File: src/rtl/pll_rst_pkg.sv
// pll_rst_pkg: state encodings and default cycle constants shared by the
// PLL reset sequencer and its bench/integration code.
package pll_rst_pkg;

    typedef enum logic [1:0] {
        ST_PLL_RST   = 2'd0,
        ST_WAIT_LOCK = 2'd1,
        ST_STABLE    = 2'd2,
        ST_RUN       = 2'd3
    } state_t;

    localparam int DEF_RST_CYCLES    = 16;
    localparam int DEF_LOCK_TIMEOUT  = 65535;
    localparam int DEF_STABLE_CYCLES = 1024;
    localparam int DEF_CNT_W         = 17;

endpackage

File: src/rtl/sync_2ff.sv
// sync_2ff: generic two-flop synchronizer for single-bit (or independent
// multi-bit) signals crossing into the i_clk domain.
//   i_clk    destination clock
//   i_rst_n  asynchronous active-low reset, clears both stages to 0
//   i_d      asynchronous input
//   o_q      synchronized output, two i_clk cycles of latency
module sync_2ff #(
    parameter int WIDTH = 1
) (
    input  logic             i_clk,
    input  logic             i_rst_n,
    input  logic [WIDTH-1:0] i_d,
    output logic [WIDTH-1:0] o_q
);

    logic [WIDTH-1:0] r_meta;
    logic [WIDTH-1:0] r_sync;

    always_ff @(posedge i_clk or negedge i_rst_n) begin
        if (!i_rst_n) begin
            r_meta <= '0;
            r_sync <= '0;
        end else begin
            r_meta <= i_d;
            r_sync <= r_meta;
        end
    end

    assign o_q = r_sync;

endmodule

File: src/rtl/pll_rst_ctrl.sv
// pll_rst_ctrl: PLL reset sequencer and lock supervisor.
// Holds the PLL in reset for RST_CYCLES, waits up to LOCK_TIMEOUT cycles for
// lock, requires STABLE_CYCLES of continuous lock, then releases the system
// reset. Lock loss, lock timeout or REARM_IN restart the sequence.
//   CLKIN1_IN       free-running reference clock
//   RST_N_IN        asynchronous active-low reset
//   LOCKED_IN       PLL lock (asynchronous, synchronized internally)
//   REARM_IN        synchronous request to re-run the PLL reset
//   PLL_RST_OUT     active-high PLL reset
//   SYS_RST_N_OUT   active-low system reset, high only in RUN
//   LOCK_LOST_OUT   one-cycle pulse on lock loss in RUN
//   TIMEOUT_OUT     one-cycle pulse on lock wait timeout
//   RELOCK_CNT_OUT  saturating count of re-arm events
//   STATE_OUT       current state encoding
module pll_rst_ctrl
    import pll_rst_pkg::*;
#(
    parameter int RST_CYCLES    = DEF_RST_CYCLES,
    parameter int LOCK_TIMEOUT  = DEF_LOCK_TIMEOUT,
    parameter int STABLE_CYCLES = DEF_STABLE_CYCLES,
    parameter int CNT_W         = DEF_CNT_W
) (
    input  logic       CLKIN1_IN,
    input  logic       RST_N_IN,
    input  logic       LOCKED_IN,
    input  logic       REARM_IN,
    output logic       PLL_RST_OUT,
    output logic       SYS_RST_N_OUT,
    output logic       LOCK_LOST_OUT,
    output logic       TIMEOUT_OUT,
    output logic [7:0] RELOCK_CNT_OUT,
    output logic [1:0] STATE_OUT
);

    localparam longint CNT_RANGE = longint'(1) << CNT_W;

    if (RST_CYCLES < 1 || longint'(RST_CYCLES) > CNT_RANGE ||
        LOCK_TIMEOUT < 1 || longint'(LOCK_TIMEOUT) > CNT_RANGE ||
        STABLE_CYCLES < 1 || longint'(STABLE_CYCLES) > CNT_RANGE) begin : g_param_err
        $error("pll_rst_ctrl: cycle parameters must lie in 1 .. 2**CNT_W");
    end

    localparam logic [CNT_W-1:0] C_RST_LOAD    = CNT_W'(RST_CYCLES - 1);
    localparam logic [CNT_W-1:0] C_TO_LOAD     = CNT_W'(LOCK_TIMEOUT - 1);
    localparam logic [CNT_W-1:0] C_STABLE_LOAD = CNT_W'(STABLE_CYCLES - 1);

    state_t           r_state;
    state_t           w_next_state;
    logic [CNT_W-1:0] r_cnt;
    logic [CNT_W-1:0] w_cnt_nxt;
    logic             w_lock_s;
    logic             w_cnt_zero;

    logic             r_pll_rst;
    logic             r_sys_rst_n;
    logic             r_lock_lost;
    logic             r_timeout;
    logic [7:0]       r_relock_cnt;

    logic             w_pll_rst_nxt;
    logic             w_sys_rst_n_nxt;
    logic             w_lock_lost_nxt;
    logic             w_timeout_nxt;
    logic             w_relock_evt;
    logic [7:0]       w_relock_cnt_nxt;

    sync_2ff #(
        .WIDTH (1)
    ) u_lock_sync (
        .i_clk   (CLKIN1_IN),
        .i_rst_n (RST_N_IN),
        .i_d     (LOCKED_IN),
        .o_q     (w_lock_s)
    );

    assign w_cnt_zero = (r_cnt == '0);

    // State register; outputs are registered from next-state values so they
    // change in the same cycle as STATE_OUT.
    always_ff @(posedge CLKIN1_IN or negedge RST_N_IN) begin
        if (!RST_N_IN) begin
            r_state      <= ST_PLL_RST;
            r_cnt        <= C_RST_LOAD;
            r_pll_rst    <= 1'b1;
            r_sys_rst_n  <= 1'b0;
            r_lock_lost  <= 1'b0;
            r_timeout    <= 1'b0;
            r_relock_cnt <= '0;
        end else begin
            r_state      <= w_next_state;
            r_cnt        <= w_cnt_nxt;
            r_pll_rst    <= w_pll_rst_nxt;
            r_sys_rst_n  <= w_sys_rst_n_nxt;
            r_lock_lost  <= w_lock_lost_nxt;
            r_timeout    <= w_timeout_nxt;
            r_relock_cnt <= w_relock_cnt_nxt;
        end
    end

    // Next state and shared down-counter. REARM_IN overrides everything,
    // including in PLL_RST where it keeps reloading the reset count.
    always_comb begin
        w_next_state = r_state;
        w_cnt_nxt    = r_cnt - CNT_W'(1);
        if (REARM_IN) begin
            w_next_state = ST_PLL_RST;
            w_cnt_nxt    = C_RST_LOAD;
        end else begin
            case (r_state)
                ST_PLL_RST: begin
                    if (w_cnt_zero) begin
                        w_next_state = ST_WAIT_LOCK;
                        w_cnt_nxt    = C_TO_LOAD;
                    end
                end
                ST_WAIT_LOCK: begin
                    if (w_lock_s) begin
                        w_next_state = ST_STABLE;
                        w_cnt_nxt    = C_STABLE_LOAD;
                    end else if (w_cnt_zero) begin
                        w_next_state = ST_PLL_RST;
                        w_cnt_nxt    = C_RST_LOAD;
                    end
                end
                ST_STABLE: begin
                    if (!w_lock_s) begin
                        w_next_state = ST_WAIT_LOCK;
                        w_cnt_nxt    = C_TO_LOAD;
                    end else if (w_cnt_zero) begin
                        w_next_state = ST_RUN;
                        w_cnt_nxt    = '0;
                    end
                end
                default: begin
                    w_cnt_nxt = '0;
                    if (!w_lock_s) begin
                        w_next_state = ST_PLL_RST;
                        w_cnt_nxt    = C_RST_LOAD;
                    end
                end
            endcase
        end
    end

    // Output decode. Pulses are suppressed when REARM_IN wins the cycle, so
    // only one re-arm cause is ever counted per cycle.
    always_comb begin
        w_pll_rst_nxt    = (w_next_state == ST_PLL_RST);
        w_sys_rst_n_nxt  = (w_next_state == ST_RUN);
        w_lock_lost_nxt  = !REARM_IN && (r_state == ST_RUN) && !w_lock_s;
        w_timeout_nxt    = !REARM_IN && (r_state == ST_WAIT_LOCK) && !w_lock_s && w_cnt_zero;
        w_relock_evt     = (REARM_IN && (r_state != ST_PLL_RST)) || w_lock_lost_nxt || w_timeout_nxt;
        w_relock_cnt_nxt = r_relock_cnt;
        if (w_relock_evt && (r_relock_cnt != 8'hFF)) begin
            w_relock_cnt_nxt = r_relock_cnt + 8'd1;
        end
    end

    assign PLL_RST_OUT    = r_pll_rst;
    assign SYS_RST_N_OUT  = r_sys_rst_n;
    assign LOCK_LOST_OUT  = r_lock_lost;
    assign TIMEOUT_OUT    = r_timeout;
    assign RELOCK_CNT_OUT = r_relock_cnt;
    assign STATE_OUT      = r_state;

endmodule

File: config.mk
export PLATFORM = sky130hd
export DESIGN_NAME = pll_rst_ctrl
export DESIGN_NICKNAME = d
export VERILOG_FILES = /design/src/rtl/pll_rst_pkg.sv /design/src/rtl/sync_2ff.sv /design/src/rtl/pll_rst_ctrl.sv
export SDC_FILE = /design/constraint.sdc
export NUM_CORES = 1
export LEC_CHECK = 0
export BUFFER_PORTS_ARGS = -buffer_cell sky130_fd_sc_hd__buf_2
export CAP_MARGIN = 20
export CORE_ASPECT_RATIO = 2
export CORE_MARGIN = 10
export CORE_UTILIZATION = 54
export CTS_BUF_LIST = sky130_fd_sc_hd__clkbuf_8
export CTS_CLUSTER_DIAMETER = 100
export DETAILED_ROUTE_END_ITERATION = 7
export PLACE_DENSITY = 0.8
export SYNTH_ARGS = -nofsm -noshare
export SYNTH_HDL_FRONTEND = slang
export SYNTH_SLANG_ARGS = --single-unit
File: constraint.sdc
create_clock -name CLKIN1_IN -period 2.5 [get_ports CLKIN1_IN]
set_input_delay 0.75 -clock CLKIN1_IN [delete_from_list [all_inputs] [get_ports CLKIN1_IN]]
set_output_delay 0.75 -clock CLKIN1_IN [all_outputs]
set_load 0.05 [all_outputs]
==> results of run 1 <==
==> how the worst max path moves through the flow <==
stage	to	slack, ns
floorplan	RELOCK_CNT_OUT[1]	0.17
finish	RELOCK_CNT_OUT[2]	0.15
CTS	RELOCK_CNT_OUT[2]	0.09
detailed placement	RELOCK_CNT_OUT[2]	0.10
global placement	RELOCK_CNT_OUT[1]	0.15
global route	RELOCK_CNT_OUT[3]	0.05
==> cells in the final DEF, fill, tap and decap left out, types with 3 or more instances in the layout <==
cell type / n
nand2_1: 14
dfrtp_1: 28
a21oi_1: 6
ha_1: 3
buf_2: 17
xor2_1: 5
xnor2_1: 16
clkbuf_8: 6
buf_4: 4
nor4_1: 3
dfstp_2: 5
nor3_1: 5
a21o_1: 4
nand2b_1: 4
nand4_1: 7
nor2_1: 12
inv_1: 3
o21ai_0: 6
and3_1: 4
==> report_power, final <==
group          internal (mW)  switching [mW]
Combinational         0.0186          0.0391
Clock                  0.324           0.191
Sequential             0.546         0.00939
Total                  0.888           0.240
==> routing by layer <==
layer | vias to the layer above | part of all wire
met1 | 675 | 0.37
met3 | 9 | 0.033
li1 | 619 | -
met4 | 0 | 0.021
met2 | 30 | 0.58
met5 | - | 0
==> cell type report <==
| type | instances | area [um2] | area share |
|---|---|---|---|
| Tap cell | 30 | 37.5 | 0.0193 |
| Sequential cell | 33 | 832 | 0.429 |
| Clock inverter | 2 | 37.5 | 0.0193 |
| Inverter | 3 | 11.3 | 0.00580 |
| Multi-Input combinational cell | 121 | 825 | 0.425 |
| Timing Repair Buffer | 21 | 115 | 0.0593 |
| Clock buffer | 6 | 82.6 | 0.0426 |
==> through the flow <==
step,instance area (um2),std cells
2_1_floorplan,1670,160
3_3_place_gp,1810,207
3_5_place_dp,1810,207
4_1_cts,1930,215
5_1_grt,1940,216
6_report,1940,216
==> flip-flops by register name (all words and copies together), names as in the netlist <==
name	flops
r_cnt	17
RELOCK_CNT_OUT	8
STATE_OUT	2
LOCK_LOST_OUT	1
PLL_RST_OUT	1
SYS_RST_N_OUT	1
TIMEOUT_OUT	1
u_lock_sync.o_q	1
u_lock_sync.r_meta	1
==> logic make-up (layout without fill, tap and decap cells) <==
family / after synthesis / in the layout / synth area share
buf+inv: 6 / 32 / 0.0135
mux: 2 / 2 / 0.0135
simple gates: 69 / 69 / 0.235
compound gates: 26 / 26 / 0.109
fa+ha+maj: 3 / 3 / 0.0224
xor+xnor: 21 / 21 / 0.110
flops: 33 / 33 / 0.497
==> critical path, stage by stage, from the launching register on <==
cell and delay, ns:
dfrtp_1 0.43, or4_4 0.58, or4_4 0.47, a211oi_4 0.38, buf_4 0.19, nand2_1 0.06, xnor2_1 0.13
==> what timing repair did <==
item | in CTS | in global routing
resized for setup | 0 | 1
buffers inserted | 0 | 1
endpoints found under the setup margin | 0 | 3
endpoints found under the hold margin | 0 | 0
==> metrics.md, run 1 <==
| Metric | Value |
|---|---|
| First-pass GRT wire length | 6.42 mm |
| Vias per cell | 6.17 |
| WL/cell | 18.0 um |
| Total gr overflow | 0 |
| Fin crit share | 0.941 |
| Hold Fails Final Rpt | 0 |
| Count leader, synth | dfrtp_1 |
| Detail Placement HPWL | 2.83 mm |
| Antenna cells | 0 |
| Commonest cells post-synth | dfrtp_1 (28), xnor2_1 (16), nand2_1 (14) |
| Synth top area share | 0.419 |
| Worst R2R Path Depth | 6 |
| Vias | 1333 |
| RSZ-0062 raised after global routing | no |
| PortBufs | 17 |
| Clk sinks | 33 |
| DP Worst Slack | 0.101 ns |
| Final core utilization | 0.652 |
| Outcome | complete, no violations |
| CTS Buf Count | 5 |
| Number of max-cap violations | 0 |
| Primary FF master, synth | dfrtp_1 |
| Core footprint | 2980 um2 |
| WHS | 0.357 ns |
| HP Class | flop to flop |
| P_leak | 0.879 nW |
| Largest net degree at the start of global routing | 34 |
| GRT met3 Usage | 0.0334 |
| Ratio of cells with drive above 1 in the final layout | 0.242 |
| Initial DRT Pass Iterations | 4 |
| FFs w/ async S/R, synth | 1.00 |
| Slew headroom | 0.515 |
| Vias in the first global route | 1382 |
| Worst Hold Path EP | u_lock_sync.o_q |
| Power, Total | 1.13 mW |
| VDD IR max | 0.000498 V |
| Starting Density | 0.562 |
| DR iter-0 viols | 73 |
| Final Worst Setup Slack | 0.148 ns |
| Area contributors post-synth | dfrtp_1 (42%), xnor2_1 (8.4%), dfstp_2 (7.8%) |
| Final worst path period need | 2.35 ns |
| Avg Inst Size Synth | 10.5 um2 |
| DIE AREA | 5860 um2 |
| Post-synthesis cell count | 160 |
| Met1 GRT Util | 0.133 |
| Clk slew on worst S/H paths | 0.07 ns |
| Residual DRC | 0 |
| ANT nets after route | 0 |
| Netlist cell types | 39 |
| Cell taking the most area after synthesis | dfrtp_1 |
| Crit. Startpoint | r_cnt[11] |
| Root buffer cell | clkbuf_8 |
| Worst EP required | 2.66 ns |
| DIE WIDTH | 59.4 um |
| Hold path depth | 0 |
| Grt met2 use | 0.255 |
| Fmax | 0.425 GHz |
| Die span in y | 98.7 um |
| Htree depth | 2 |
| GRT busiest layer | met2 |
| Startpoint types | flop |
| Io pins | 18 |
| Placer congestion estimate | 0.857 |
| Post-synthesis net count | 167 |
| Hold path start | u_lock_sync.r_meta |
| Setup TNS | 0 ns |
| Nets@finish | 192 |
| Crit path DAT | 2.51 ns |
| Rows | 28 |
| Least-Margin Pin Slew | 0.727 ns |
| Setup CP Type | flop to flop |
| Critical Path Sink Type | flop |
| Post-Synthesis Cell Area | 1670 um2 |
| Yosys reg bits | 33 |
| Total wire length | 3.89 mm |
| CTS max path bufs | 2 |
| Slew Viols, Final | 0 |
| Crit Path Max Fanout | 6 |
| Post-synth EDFFs | 0 |
| R2r endpoint | RELOCK_CNT_OUT[2] |
| R2R Setup Slk | 0.15 ns |
| Tot GR Track Use | 0.139 |
| Setup violations, final | 0 |
| Initial antenna violation count | 0 |
| Area Growth Syn to Fin | 15.9% |
| CTS tree | yes |
| Cts hold-fix bufs | 0 |
| Synthesis Warnings | 0 |
| FF-to-FF Start | r_cnt[11] |
| Filler instances | 214 |
| Pwr Density | 581 nW/um2 |
| Post-route clock skew | 0.00254 ns |
| Register area share after synthesis | 0.497 |
| Worst skew pair latency | 0.28 ns |
Note: power is estimated with default switching activity, not from simulation.
==> run 2: changes to the inputs <==
ABC_AREA = 1   (was default)
CORE_UTILIZATION = 56   (was 54)
PLACE_DENSITY = 0.81   (was 0.8)
TNS_END_PERCENT = 1   (was default)
==> run 2 against run 1 <==
  * Final area up 25%
  * Die area rose by 20%
  * Maximum frequency increased by 20%
  * Synthesized cell count up 100%
  * Highest routed layer unchanged
==> metrics.md, run 2 <==
| Metric | Value |
|---|---|
| Outcome | complete, no violations (unchanged) |
| Reg with most FFs | r_cnt (unchanged) |
| Post-route clock skew | 0.00831 ns (was 0.00254 ns) |
| Die span in y | 109 um (was 98.7 um) |
| Antenna cells | 0 (unchanged) |
| Worst EP required | 2.69 ns (was 2.66 ns) |
| Htree depth | 2 (unchanged) |
| Synthesis Warnings | 0 (unchanged) |
| Slew Viols, Final | 0 (unchanged) |
| Post-synthesis net count | 328 (was 167) |
| Hold Fails Final Rpt | 0 (unchanged) |
| Avg Inst Size Synth | 6.89 um2 (was 10.5 um2) |
| Area contributors post-synth | dfrtp_1 (32%), nand2_1 (20%), inv_1 (6.1%) (was dfrtp_1 (42%), xnor2_1 (8.4%), dfstp_2 (7.8%)) |
| Least-Margin Pin Slew | 0.731 ns (was 0.727 ns) |
| P_leak | 1.27 nW (was 0.879 nW) |
| Vias | 2058 (was 1333) |
| Setup violations, final | 0 (unchanged) |
| Worst skew pair latency | 0.29 ns (was 0.28 ns) |
| WL/cell | 13.5 um (was 18.0 um) |
| Ratio of cells with drive above 1 in the final layout | 0.165 (was 0.242) |
| FF-to-FF Start | r_cnt[0] (was r_cnt[11]) |
| Final worst path period need | 1.97 ns (was 2.35 ns) |
| Largest register FFs | 17 (unchanged) |
| Filler instances | 373 (was 214) |
| CTS tree | yes (unchanged) |
| Largest net degree at the start of global routing | 34 (unchanged) |
| Initial DRT Pass Iterations | 4 (unchanged) |
| Io pins | 18 (unchanged) |
| Tot GR Track Use | 0.160 (was 0.139) |
| Primary FF master, synth | dfrtp_1 (unchanged) |
| Crit. Startpoint | r_cnt[0] (was r_cnt[11]) |
| Residual DRC | 0 (unchanged) |
| Postcts setup bufs | 0 (unchanged) |
| Commonest non-fill, non-tap cells in the layout | nand2_1 (116), inv_1 (36), dfrtp_1 (28), nor2_1 (28), nand3_1 (22) (was dfrtp_1 (28), buf_2 (17), xnor2_1 (16)) |
| Root buffer cell | clkbuf_8 (unchanged) |
| Most common cell after layout, fill and taps aside | nand2_1 (was dfrtp_1) |
| Fin crit share | 0.787 (was 0.941) |
| Dpl cells | 382 (was 207) |
| Post-Synthesis Cell Area | 2210 um2 (was 1670 um2) |
| DIE WIDTH | 64.4 um (was 59.4 um) |
| Number of max-cap violations | 0 (unchanged) |
| Detail Placement HPWL | 4.04 mm (was 2.83 mm) |
| Critical Path Sink Type | flop (unchanged) |
| Register area share after synthesis | 0.376 (was 0.497) |
| Vias in the first global route | 2006 (was 1382) |
| Cts hold-fix bufs | 0 (unchanged) |
| VDD IR max | 0.000635 V (was 0.000498 V) |
| Post-synthesis cell count | 321 (was 160) |
| Total wire length | 5.27 mm (was 3.89 mm) |
| Starting Density | 0.575 (was 0.562) |
| Crit Path Max Fanout | 23 (was 6) |
| Startpoint types | flop (unchanged) |
| CTS Buf Count | 5 (unchanged) |
| FFs w/ async S/R, synth | 1.00 (unchanged) |
| Crit path DAT | 2.16 ns (was 2.51 ns) |
| Finished Layout Cells | 390 (was 216) |
| Initial antenna violation count | 0 (unchanged) |
| ANT nets after route | 0 (unchanged) |
| WHS | 0.349 ns (was 0.357 ns) |
| DIE AREA | 7010 um2 (was 5860 um2) |
| Setup CP Type | flop to flop (unchanged) |
| Register area | 832 um2 (unchanged) |
| Area of the multi-input gates | 1180 um2 (was 825 um2) |
| Final Worst Setup Slack | 0.532 ns (was 0.148 ns) |
| Commonest cells post-synth | nand2_1 (116), inv_1 (36), dfrtp_1 (28), nor2_1 (28), nand3_1 (22) (was dfrtp_1 (28), xnor2_1 (16), nand2_1 (14)) |
| DP Worst Slack | 0.494 ns (was 0.101 ns) |
| DR iter-0 viols | 82 (was 73) |
| HP Class | flop to flop (unchanged) |
| RSZ-0062 raised after global routing | no (unchanged) |
| Cell taking the most area after synthesis | dfrtp_1 (unchanged) |
| PortBufs | 17 (unchanged) |
| Area Growth Syn to Fin | 9.45% (was 15.9%) |
| Count leader, synth | nand2_1 (was dfrtp_1) |
| CTS resizes | 0 (unchanged) |
| Netlist cell types | 31 (was 39) |
| Setup TNS | 0 ns (unchanged) |
| Clk sinks | 33 (unchanged) |
| Pwr Density | 507 nW/um2 (was 581 nW/um2) |
| Nets@finish | 345 (was 192) |
| Placer congestion estimate | 0.813 (was 0.857) |
| Yosys reg bits | 33 (unchanged) |
| Core footprint | 3840 um2 (was 2980 um2) |
| R2R Setup Slk | 0.53 ns (was 0.15 ns) |
| CTS max path bufs | 2 (unchanged) |
| Post-synth EDFFs | 0 (unchanged) |
| Slew headroom | 0.513 (was 0.515) |
| Synth top area share | 0.317 (was 0.419) |
| Power, Total | 1.23 mW (was 1.13 mW) |
| Hold path start | u_lock_sync.r_meta (unchanged) |
| Fmax | 0.508 GHz (was 0.425 GHz) |
| Clk slew on worst S/H paths | 0.07 ns (about the same) |
| Vias per cell | 5.28 (was 6.17) |
| Total gr overflow | 0 (unchanged) |
| Rows | 32 (was 28) |
| First-pass GRT wire length | 8.92 mm (was 6.42 mm) |
[run 2: changes by cell type in the layout (fill, tap and decap cells not counted), moves of 4 or more]
cell	delta
nor2_2	+5
xnor2_1	-14
o21ai_0	+7
nand4_1	-6
inv_1	+33
a21oi_1	+4
nand2_1	+102
o21ai_2	+5
nand2b_1	-4
nand3_1	+20
o21ai_1	+8
and3_1	-4
nor2_1	+16
[run 2: final cells by class]
cell class | count | area share
inverter | 39 | 0.0605
clock inverter | 1 | 0.00207
timing repair buffer | 19 | 0.0414
tap | 51 | 0.0264
multi-input combinational | 240 | 0.486
clock buffer | 7 | 0.0398
sequential | 33 | 0.344
[run 2: through the flow]
step                area (um2)  utilization
floorplan                 2210            -
finish                    2420        0.630
global route              2420        0.630
CTS                       2420        0.630
global placement          2320        0.603
detailed placement        2320        0.603
[run 2: report_power, final]
group,internal (mW),switching [mW]
registers,0.561,0.0298
logic,0.0579,0.128
clock network,0.249,0.202
[run 2: per-layer routing]
layer	part of all wire	up-vias	routed length, um	global-route usage
met3	0.031	11	163	0.0339
met2	0.57	41	3030	0.309
li1	-	1035	-	-
met1	0.37	971	1960	0.152
met4	0.022	0	117	0.0754
met5	0	-	0	0
[run 2: final timing paths]
check	endpoint	depth (start not counted)
setup / recovery	r_cnt[5]	10
hold / removal	u_lock_sync.o_q	0
setup reg to reg	r_cnt[5]	10
hold reg to reg	u_lock_sync.o_q	0
max in group asynchronous	SYS_RST_N_OUT	1
min in group asynchronous	r_cnt[7]	1
[run 2: critical path, cell delays in order (launching register included)]
cell	delay, ns
dfstp_2	0.51
inv_1	0.06
ha_1	0.20
nand3_1	0.09
nor2_2	0.05
nand2_4	0.23
inv_1	0.26
o21ai_0	0.22
nand2_1	0.07
o21ai_1	0.12
inv_1	0.05
[run 2: cell families (layout without fill, tap and decap cells)]
family,count (synthesis),in the layout,synth area share
simple gates,186,186,0.362
fa+ha+maj,3,3,0.0170
flops,33,33,0.376
compound gates,42,42,0.114
buf+inv,48,66,0.0917
xor+xnor,9,9,0.0391
==> run 3: changes to the inputs <==
CORE_UTILIZATION = 60   (was 56)
PLACE_DENSITY = 0.83   (was 0.81)
clock period = 2 ns   (was 2.5 ns; I/O delays follow)
==> run 3 against run 2 <==
  * Sequential share of layout area is 0.97 points lower
  * Highest routed layer unchanged
  * Largest cell class unchanged
  * Flip-flop and latch count stayed put
  * Power is 32% higher
  * Largest power group unchanged
  * Final area is 2.9% higher
  * Sequential power is 25% higher
==> metrics.md, run 3 (synthesis gave the netlist of run 2 again) <==
| Metric | Value |
|---|---|
| Finished Layout Cells | 394 (was 390) |
| Initial antenna violation count | 0 (unchanged) |
| Vias | 2136 (was 2058) |
| Outcome | complete, no violations (unchanged) |
| Most common cell after layout, fill and taps aside | nand2_1 (unchanged) |
| Starting Density | 0.613 (was 0.575) |
| Vias per cell | 5.42 (was 5.28) |
| CTS tree | yes (unchanged) |
| Total gr overflow | 0 (unchanged) |
| Core footprint | 3610 um2 (was 3840 um2) |
| Hold Fails Final Rpt | 0 (unchanged) |
| Fin crit share | 0.932 (was 0.787) |
| CP most frequent cell | inv_1 (unchanged) |
| DIE AREA | 6660 um2 (was 7010 um2) |
| CTS resizes | 0 (unchanged) |
| VDD IR max | 0.000747 V (was 0.000635 V) |
| Initial DRT Pass Iterations | 4 (unchanged) |
| Critical path's largest stage delay | 0.51 ns (about the same) |
| CP max-delay cell | dfstp_2 (unchanged) |
| Detail Route met2 WL | 3.11 mm (was 3.03 mm) |
| Tot GR Track Use | 0.174 (was 0.160) |
| Detail Placement HPWL | 4.02 mm (was 4.04 mm) |
| Ratio of cells with drive above 1 in the final layout | 0.177 (was 0.165) |
| P_leak | 1.31 nW (was 1.27 nW) |
| WL/cell | 14.1 um (was 13.5 um) |
| M1 WL | 1.95 mm (was 1.96 mm) |
| Cts hold-fix bufs | 0 (unchanged) |
| Die span in y | 106 um (was 109 um) |
| Uppermost layer routed | met4 (unchanged) |
| Setup TNS | 0 ns (unchanged) |
| Setup violations, final | 0 (unchanged) |
| Residual DRC | 0 (unchanged) |
| Commonest non-fill, non-tap cells in the layout | nand2_1 (116), inv_1 (37), dfrtp_1 (28), nor2_1 (28), nand3_1 (22) (was nand2_1 (116), inv_1 (36), dfrtp_1 (28), nor2_1 (28), nand3_1 (22)) |
| DIE WIDTH | 62.9 um (was 64.4 um) |
| ANT nets after route | 0 (unchanged) |
| Worst EP required | 2.18 ns (was 2.69 ns) |
| Hold path start | u_lock_sync.r_meta (unchanged) |
| Nets@finish | 351 (was 345) |
| Reg with most FFs | r_cnt (unchanged) |
| Post-route clock skew | 0.00723 ns (was 0.00831 ns) |
| Finished Cell Area | 2490 um2 (was 2420 um2) |
| CTS Buf Count | 5 (unchanged) |
| Root buffer cell | clkbuf_8 (unchanged) |
| Area Growth Syn to Fin | 12.6% (was 9.45%) |
| Total wire length | 5.57 mm (was 5.27 mm) |
| DR iter-0 viols | 52 (was 82) |
| Clk sinks | 33 (unchanged) |
| Setup CP Type | flop to flop (unchanged) |
| RSZ-0062 raised after global routing | no (unchanged) |
| Antenna cells | 0 (unchanged) |
| Clk slew on worst S/H paths | 0.07 ns (about the same) |
| Vias in the first global route | 2173 (was 2006) |
| Dpl cells | 383 (was 382) |
| Worst skew pair latency | 0.29 ns (about the same) |
| HP Class | flop to flop (unchanged) |
| Pwr Density | 653 nW/um2 (was 507 nW/um2) |
| Crit. Startpoint | r_cnt[0] (unchanged) |
| DP Area | 2340 um2 (was 2320 um2) |
| CTS max path bufs | 2 (unchanged) |
| Startpoint types | flop (unchanged) |
| Fmax | 0.537 GHz (was 0.508 GHz) |
| Crit path DAT | 2.04 ns (was 2.16 ns) |
| R2R Setup Slk | 0.14 ns (was 0.53 ns) |
| CP Cell Sequence | inv_1, ha_1, nand3_1, nor2_2, nand2_4, inv_1, o21ai_0, nand2_1, o21ai_1, inv_1 (unchanged) |
| Number of max-cap violations | 0 (unchanged) |
| First-pass GRT wire length | 9.54 mm (was 8.92 mm) |
| Wire length on met3 | 196 um (was 163 um) |
| Least-Margin Pin Slew | 0.745 ns (was 0.731 ns) |
| FF-to-FF Start | r_cnt[0] (unchanged) |
| Htree depth | 2 (unchanged) |
| Rows | 31 (was 32) |
| Placer congestion estimate | 0.883 (was 0.813) |
| Critical Path Sink Type | flop (unchanged) |
| R2r endpoint | r_cnt[5] (unchanged) |
| Io pins | 18 (unchanged) |
| Crit Path Max Fanout | 13 (was 23) |
| Final worst path period need | 1.86 ns (was 1.97 ns) |
| Worst Hold Path EP | u_lock_sync.o_q (unchanged) |
| Slew headroom | 0.503 (was 0.513) |
| Hold path depth | 0 (unchanged) |
| Slew Viols, Final | 0 (unchanged) |
| Largest register FFs | 17 (unchanged) |
| Worst R2R Path Depth | 10 (unchanged) |
| PortBufs | 17 (unchanged) |
| Largest net degree at the start of global routing | 34 (unchanged) |
run 3: cell types whose count changed in the layout (fill, tap and decap cells not counted), sizes merged:
cell,before,now
bufinv,0,1
clkinv,1,0
inv,39,40
buf,19,25
clkbuf,7,6
run 3: layer usage:
metal / up-vias / global-route usage
met2: 67 / 0.331
met4: 0 / 0.133
met5: - / 0
met3: 25 / 0.0276
met1: 994 / 0.156
li1: 1050 / -
run 3: how the worst max path moves through the flow:
stage / to / slack [ns] / depth (start not counted)
finish: r_cnt[5] / 0.14 / 10
global route: r_cnt[14] / 0.001 / 10
global placement: RELOCK_CNT_OUT[3] / 0.17 / 7
CTS: RELOCK_CNT_OUT[3] / 0.1 / 10
floorplan: RELOCK_CNT_OUT[2] / 0.09 / 8
detailed placement: RELOCK_CNT_OUT[3] / 0.14 / 7
run 3: cell type report:
class / instances / area, um2
Sequential cell: 33 / 832
Multi-Input combinational cell: 240 / 1180
Inverter: 39 / 146
Clock buffer: 6 / 82.6
Timing Repair Buffer: 25 / 158
Clock inverter: 2 / 33.8
Tap cell: 49 / 61.3
Fill cell: 309 / 1120
run 3: critical path, delay by kind of cell, from the launching register on:
kind / cells / cell delay [ns]
flops: 1 / 0.51
buf+inv: 3 / 0.33
compound gates: 2 / 0.34
fa+ha+maj: 1 / 0.20
simple gates: 4 / 0.37
run 3: where the power goes:
part / switching [mW] / internal [mW]
sequential: 0.0373 / 0.702
clock: 0.247 / 0.401
combinational: 0.165 / 0.0732
run 3: what timing repair did:
action	4_1_cts	5_1_grt
setup endpoints to repair	0	2
setup buffers	0	3
endpoints found under the hold margin	0	0
run 3: through the flow:
stage / hold slack, ns / util / power (mW) / setup slack [ns]
after floorplan: 0.304 / - / 0.920 / 0.0900
after global placement: 0.337 / 0.648 / 0.984 / 0.175
after detailed placement: 0.342 / 0.648 / 0.990 / 0.139
after CTS: 0.365 / 0.681 / 1.63 / 0.0979
after global routing: 0.372 / 0.690 / 1.68 / 0.00144
final: 0.363 / 0.690 / 1.63 / 0.137
